===== config.mk =====
export PLATFORM = sky130hd
export DESIGN_NAME = mux41_rr_sel
export DESIGN_NICKNAME = d
export VERILOG_FILES = /design/src/rtl/mux41_sel_pkg.sv /design/src/rtl/rr_pick4.sv /design/src/rtl/mux41_rr_sel.sv
export SDC_FILE = /design/constraint.sdc
export NUM_CORES = 1
export LEC_CHECK = 0
export BUFFER_PORTS_ARGS = -buffer_cell sky130_fd_sc_hd__buf_2
export CORE_UTILIZATION = 49
export DETAILED_ROUTE_END_ITERATION = 10
export GPL_TIMING_DRIVEN = 0
export PLACE_DENSITY = 0.72
export REMOVE_ABC_BUFFERS = 1
export SLEW_MARGIN = 10
export SYNTH_ARGS = -nofsm -noshare
export SYNTH_HDL_FRONTEND = slang
export SYNTH_SLANG_ARGS = --single-unit

===== constraint.sdc =====
create_clock -name CLK -period 1.85 [get_ports CLK]
set_input_delay 0.2775 -clock CLK [delete_from_list [all_inputs] [get_ports CLK]]
set_output_delay 0.2775 -clock CLK [all_outputs]
set_load 0.02 [all_outputs]

===== src/rtl/mux41_sel_pkg.sv =====
// Shared types and helpers for the round-robin 4:1 mux select sequencer.
package mux41_sel_pkg;

  typedef enum logic [1:0] {
    StIdle    = 2'd0,
    StSettle  = 2'd1,
    StPresent = 2'd2
  } state_e;

  typedef logic [1:0] chan_t;

  localparam int unsigned SettleMin = 1;
  localparam int unsigned SettleMax = 15;
  localparam int unsigned CntWidth  = 4;

  // Channel index to {S1, S0}: S1 carries ch[0], S0 carries ch[1].
  function automatic logic [1:0] chan_to_sel(input chan_t ch);
    return {ch[0], ch[1]};
  endfunction

endpackage


===== src/rtl/rr_pick4.sv =====
// Combinational round-robin picker: first requester strictly after 'last', wrapping 3->0.
module rr_pick4
  import mux41_sel_pkg::*;
(
  input  logic [3:0] req,
  input  chan_t      last,
  output chan_t      grant,
  output logic       any
);

  logic [7:0] req_dbl;
  logic [3:0] req_rot;
  logic [1:0] offset;

  // Rotate so bit 0 is the channel right after 'last', then take the lowest set bit.
  always_comb begin
    req_dbl = {req, req};
    req_rot = 4'(req_dbl >> (3'(last) + 3'd1));
    if (req_rot[0]) begin
      offset = 2'd0;
    end else if (req_rot[1]) begin
      offset = 2'd1;
    end else if (req_rot[2]) begin
      offset = 2'd2;
    end else begin
      offset = 2'd3;
    end
    grant = last + 2'd1 + offset;
    any   = |req;
  end

endmodule


===== src/rtl/mux41_rr_sel.sv =====
// Round-robin select sequencer for a 4:1 mux cell: drives S1/S0, waits SETTLE cycles,
// captures Q_IN and presents it with its channel ID until the consumer acknowledges.
module mux41_rr_sel
  import mux41_sel_pkg::*;
#(
  parameter int unsigned SETTLE = 2
) (
  input  logic       CLK,
  input  logic       RST,
  input  logic [3:0] REQ,
  input  logic       Q_IN,
  output logic       S0,
  output logic       S1,
  output logic       VALID,
  output logic       DATA,
  output logic [1:0] ID,
  input  logic       ACK
);

  if (SETTLE < SettleMin || SETTLE > SettleMax) begin : gen_settle_range
    $error("mux41_rr_sel: SETTLE must be within 1..15");
  end

  localparam logic [CntWidth-1:0] SettleLoad = CntWidth'(SETTLE - 1);

  state_e              state_q, state_d;
  logic [CntWidth-1:0] cnt_q, cnt_d;
  chan_t               last_q, last_d;
  chan_t               cur_q, cur_d;
  logic                s0_q, s0_d;
  logic                s1_q, s1_d;
  logic                valid_q, valid_d;
  logic                data_q, data_d;
  chan_t               id_q, id_d;

  chan_t               pick_grant;
  logic                pick_any;

  rr_pick4 u_pick (
    .req   (REQ),
    .last  (last_q),
    .grant (pick_grant),
    .any   (pick_any)
  );

  // Next-state: selects move only on the grant edge; outputs freeze while presenting.
  always_comb begin
    state_d = state_q;
    cnt_d   = cnt_q;
    last_d  = last_q;
    cur_d   = cur_q;
    s0_d    = s0_q;
    s1_d    = s1_q;
    valid_d = valid_q;
    data_d  = data_q;
    id_d    = id_q;
    case (state_q)
      StIdle: begin
        valid_d = 1'b0;
        if (pick_any) begin
          {s1_d, s0_d} = chan_to_sel(pick_grant);
          cur_d        = pick_grant;
          cnt_d        = SettleLoad;
          state_d      = StSettle;
        end
      end
      StSettle: begin
        if (cnt_q == '0) begin
          data_d  = Q_IN;
          id_d    = cur_q;
          valid_d = 1'b1;
          last_d  = cur_q;
          state_d = StPresent;
        end else begin
          cnt_d = cnt_q - 1'b1;
        end
      end
      StPresent: begin
        if (valid_q && ACK) begin
          valid_d = 1'b0;
          state_d = StIdle;
        end
      end
      default: begin
        state_d = StIdle;
      end
    endcase
  end

  // State registers with synchronous reset; pointer resets to 3 so ch0 wins first.
  always_ff @(posedge CLK) begin
    if (RST) begin
      state_q <= StIdle;
      cnt_q   <= '0;
      last_q  <= 2'd3;
      cur_q   <= 2'd0;
      s0_q    <= 1'b0;
      s1_q    <= 1'b0;
      valid_q <= 1'b0;
      data_q  <= 1'b0;
      id_q    <= 2'd0;
    end else begin
      state_q <= state_d;
      cnt_q   <= cnt_d;
      last_q  <= last_d;
      cur_q   <= cur_d;
      s0_q    <= s0_d;
      s1_q    <= s1_d;
      valid_q <= valid_d;
      data_q  <= data_d;
      id_q    <= id_d;
    end
  end

  assign S0    = s0_q;
  assign S1    = s1_q;
  assign VALID = valid_q;
  assign DATA  = data_q;
  assign ID    = id_q;

endmodule


; ---- Word-level counts from Yosys, hierarchy flattened
; Index checks and enable logic that the tools add are counted.
[op_classes]
reduce_logical = 11
mux = 13
shift = 1
eq_ne = 6
addsub = 4
[ops]
columns = op, n
row1 = $mux 2, 5
row2 = $reduce_and 3->1, 3
row3 = $mux 4, 2
row4 = $ne 2x2->1 const B, 4
row5 = $pmux 4 s2, 1
row6 = $shr 8x3->3, 1
row7 = $pmux 2 s3, 1
row8 = $logic_not 4->1, 1
row9 = $reduce_and 2->1, 2
row10 = $reduce_or 4->1, 1
row11 = $sub 4x1->4 const B, 1
row12 = $add 2x1->3 const B, 1
row13 = $mux 1, 3
row14 = $pmux 1 s3, 1
row15 = $reduce_bool 3->1, 1
row16 = $add 2x1->2 const B, 1
row17 = $add 2x2->2, 1
row18 = $eq 2x1->1 const B, 1
row19 = $eq 2x2->1 const B, 1
row20 = $logic_not 2->1, 1
row21 = $reduce_bool 2->1, 1
row22 = $logic_and 1x1->1, 1
[word_totals]
regBits = 16

; ---- Depth between registers and ports, before layout
[depth]
word_depth = 6
ltp_mapped = 8
mapped_depth_nobuf = 7

; ---- Cells and area by module
; A second synthesis with hierarchy kept.
[hier_totals]
cells_unflattened = 88
area_unflattened_um2 = 755.7
[modules_own_cells]
columns = module, area_each_um2, instances, cells_per_inst, seq_area_each_um2
row1 = mux41_rr_sel, 625.6, 1, 68, 280.3
row2 = rr_pick4, 130.1, 1, 20, 0.0

; ---- Worst setup path after synthesis
; No wires, ideal clock.
[synth_timing]
path_kind = reg2reg
from = register last_q[1]
to = register s0_q (netlist: S0)
arrival_ps = 1458
slack_ps = 301
n_path_buf = 1
setup_time_ps = 91
synth_period_minus_slack_ps = 1549
required_ps = 1759
path_stages_with_launch = 9
cell_sequence = dfxtp_1 -> buf_6 -> nand2b_1 -> a21oi_1 -> a221oi_1 -> ha_1 -> inv_2 -> a31o_1 -> a311oi_1
[synth_via]
elab_chain_len = 6
[synth_lines]
columns = element, line
row1 = start: declaration, mux41_rr_sel.sv:28  ; chan_t last_q, last_d;
row2 = start signal: assignment, mux41_rr_sel.sv:105  ; last_q <= last_d;
row3 = $add 2x1->3, rr_pick4.sv:18  ; req_rot = 4'(req_dbl >> (3'(last) + 3'd1));
row4 = $shr 8x3->3, rr_pick4.sv:18
row5 = $mux 1, rr_pick4.sv:23  ; end else if (req_rot[2]) begin
row6 = $mux 2, rr_pick4.sv:21  ; end else if (req_rot[1]) begin
row7 = $mux 2, rr_pick4.sv:19  ; if (req_rot[0]) begin
row8 = $add 2x2->2 (*), rr_pick4.sv:28  ; grant = last + 2'd1 + offset;
row9 = end signal: assignment, mux41_rr_sel.sv:97  ; s0_q <= 1'b0;
row10 = end signal: assignment, mux41_rr_sel.sv:107  ; s0_q <= s0_d;
row11 = end: declaration, mux41_rr_sel.sv:30  ; logic s0_q, s0_d;
; Every way passes the cells marked *; elsewhere a longest branch is shown, timed or not.
; A chain may end at the register's enable or synchronous reset.

; ---- Final worst setup path
; Ends and elaborated chain as after synthesis.

==> impl_metrics.py <==
metrics = {
    "synth": {
        "ys_seq_area_share_pct": 39.5,
        "netlist_instances": 84,
        "syn_area_sq_um": 709,
        "yosysUniqueCellTypes": 33,
        "avgSynthCellArea_sq_um": 8.45,
        "ys_ff_latch": 14,
        "ys_warn_count": 0,
    },
    "critical_path": {
        "cp-end-kind": "register",
        "cp_max_fo": 9,
        "critPathArrivalTime_ps": 1860,
        "cp-start-kind": "register",
        "crit_chain": "nand2b_1, a21oi_1, a221oi_1, ha_1, inv_2, a31o_1, a311oi_1",
        "cp_slowest_stage_delay_ps": 410,
        "cp_top_family": "compound AO/OA/AOI/OAI gates",
        "required_ps": 2050,
        "crit_type": "reg2reg",
        "crit_buf_inv": 1,
        "critPathSlowestCell": "dfxtp_2",
    },
    "sta": {
        "timing.final.crit_share_pct": 89.6,
        "max_slew_margin_pct": 65.1,
        "worstMarginPinSlew_ps": 521,
        "clock_skew_ps": 2.25,
        "rsz0062_at_grt": "false",
        "final-max-slew-violation-count": 0,
        "setup_tns_ps": 0,
        "finalHoldViolations": 0,
        "min_period_ps": 1660,
        "setup_violations": 0,
        "max_clock_freq_ghz": 0.604,
    },
    "global_route": {
        "busiest_layer": "met2",
        "grt.met1_usage_pct": 28.1,
        "antenna_found_initial": 0,
        "gr-usage-met3_pct": 8.33,
        "grt_pass1_wl_microns": 2330,
        "grt_remaining_overflow": 0,
        "grt_max_degree": 15,
        "grt_util_all_layers_pct": 22.4,
        "met2_usage_pct": 33.5,
        "grt_pass1_vias": 541,
    },
    "detailed_routing": {
        "wl_microns": 1410,
        "final_antenna_net_count": 0,
        "drc": 0,
        "wl_per_cell_microns": 12.5,
        "drtIter0Drc": 7,
        "vias": 648,
        "dr.pass1.iters": 2,
        "vias_per_cell": 5.73,
    },
    "place": {
        "place_congestion": 0.717,
        "port_buffers": 13,
        "dp_hpwl_microns": 994,
        "place_area_sq_um": 773,
    },
    "finish": {
        "layout-drive-gt1-share_pct": 23.5,
        "num_antenna_cells": 0,
        "multi_input_area_sq_um": 394,
        "seqCellArea_sq_um": 282,
        "fin_nets": 109,
        "syn_to_final_growth_pct": 14.3,
        "final_area_sq_um": 811,
        "fillers": 129,
    },
    "clocking": {
        "cts_buffer_depth": 2,
        "insertion_delay_ps": 280,
        "clk_pin_slew_worst_paths_ps": 80,
        "cts_htree_levels": 1,
        "post_cts_buffers": 0,
        "cts_sinks": 14,
        "cts_tree": "yes",
        "cts_root_buf": "clkbuf_4",
        "cts_buffers": 3,
    },
    "floorplanning": {
        "fp.dieH_microns": 40.1,
        "core-area_sq_mm": 0.00132,
        "die_w_microns": 40.1,
        "start_util_pct": 53.8,
        "ios": 14,
        "dieArea_sq_mm": 0.00160,
        "rows": 13,
    },
    "min_path": {
        "hp-class": "in2reg",
    },
    "power_and_ir_drop": {
        "ir_drop_mv": 0.756,
        "fin_total_pwr_mw": 1.14,
        "cellLeakagePower_nw": 0.327,
        "p_per_area_mw_per_mm2": 1410,
    },
    "job": {
        "drv_cap": 0,
    },
    "run_status": {
        "outcome": "finished, final reports clean",
    },
}
[path summary, 6_finish.rpt]
path,from,slack (ps),depth (start not counted),end
worst max-delay path,last_q[1]$_SDFFE_PP1P_,190,7,S0$_SDFFE_PP0P_
worst min-delay path,Q_IN,230,3,DATA$_SDFFE_PP0P_
worst max register to register,last_q[1]$_SDFFE_PP1P_,190,7,S0$_SDFFE_PP0P_
worst min register to register,ID[0]$_SDFFE_PP0P_,460,2,ID[0]$_SDFFE_PP0P_
[repair_timing]
| action | in CTS | in global routing |
|---|---|---|
| gates resized for setup | 0 | 1 |
| endpoints found under the setup margin | 0 | 1 |
| hold buffers | 0 | 0 |
[metal layers]
metal	up-vias	wire (microns)
li1	328	-
met1	303	673
met2	13	643
met3	4	63
met4	0	28
met5	-	0
[tightest hold or removal path: cells and delay by family]
kind,cells,cell delay (ps)
buf+inv,1,100
compound gates,1,50
simple gates,1,40
[flip-flops by register name, indices dropped and copies added (netlist names)]
name / count
VALID: 1
state_q: 2
cur_q: 1
cnt_q: 4
ID: 2
last_q: 2
DATA: 1
S0: 1
[through the flow]
stage	utilization (%)	instances	hold slack (ps)	setup slack [ps]
final	61.5	113	227	193
after global routing	61.5	113	229	43.6
after detailed placement	58.7	109	445	126
after floorplan	-	81	347	268
after global placement	58.7	109	438	140
after CTS	61.4	113	223	102
[cell families after synthesis]
kind of cell	Yosys count	share of synthesized area [%]
AO/OA/AOI/OAI	20	16.9
XOR/XNOR	2	2.47
adder cells (fa/ha/maj)	2	3.53
buffers and inverters	7	4.94
flip-flops	14	39.5
AND/OR/NAND/NOR	39	32.6
[Yosys cell counts]
master / n / share of area [%]
nor3_2: 1 / 1.4
a31o_1: 1 / 1.2
nand2b_1: 3 / 2.6
clkbuf_1: 1 / 0.53
a221oi_1: 1 / 1.2
o21ai_1: 2 / 1.4
nor4_1: 1 / 0.88
nand2b_4: 1 / 1.9
nand3b_1: 4 / 4.2
nor3b_1: 1 / 1.1
ha_1: 2 / 3.5
or3b_1: 1 / 1.2
or2_1: 1 / 0.88
o21ai_0: 1 / 0.70
a211oi_1: 3 / 3.2
nor2_1: 4 / 2.1
nand2_1: 11 / 5.8
nand3_1: 2 / 1.4
buf_2: 1 / 0.70
and2_1: 1 / 0.88
a31oi_1: 1 / 0.88
and2b_1: 1 / 1.1
dfxtp_1: 14 / 40
nor2b_2: 1 / 1.2
a21oi_1: 10 / 7.1
a311oi_1: 1 / 1.2
inv_2: 1 / 0.53
inv_1: 3 / 1.6
nor4b_2: 1 / 2.1
buf_6: 1 / 1.6
nor3_1: 4 / 2.8
nand4_1: 1 / 0.88
xor2_1: 2 / 2.5
[report_power, final]
group	leakage [nW]	internal, mW	switching, mW
Combinational	0.192	0.190	0.271
Sequential	0.114	0.383	0.0754
Clock	0.0210	0.120	0.102
Total	0.327	0.693	0.448
[cells in the final DEF, fill, tap and decap left out, drive strengths merged, types with 3 or more instances in the layout]
cell,count
clkbuf,4
a21oi,10
nand2,11
dfxtp,14
nand3b,4
buf,13
o21ai,3
nor3,5
nand2b,4
nor2,4
inv,4
a211oi,3
[cell type report]
type / count / share of cell area [%]
Clock buffer: 4 / 4.48
Inverter: 4 / 1.85
Sequential cell: 14 / 34.7
Multi-Input combinational cell: 63 / 48.6
Tap cell: 15 / 2.31
Timing Repair Buffer: 13 / 8.02
No activity file was read; power rests on OpenSTA's default activity.
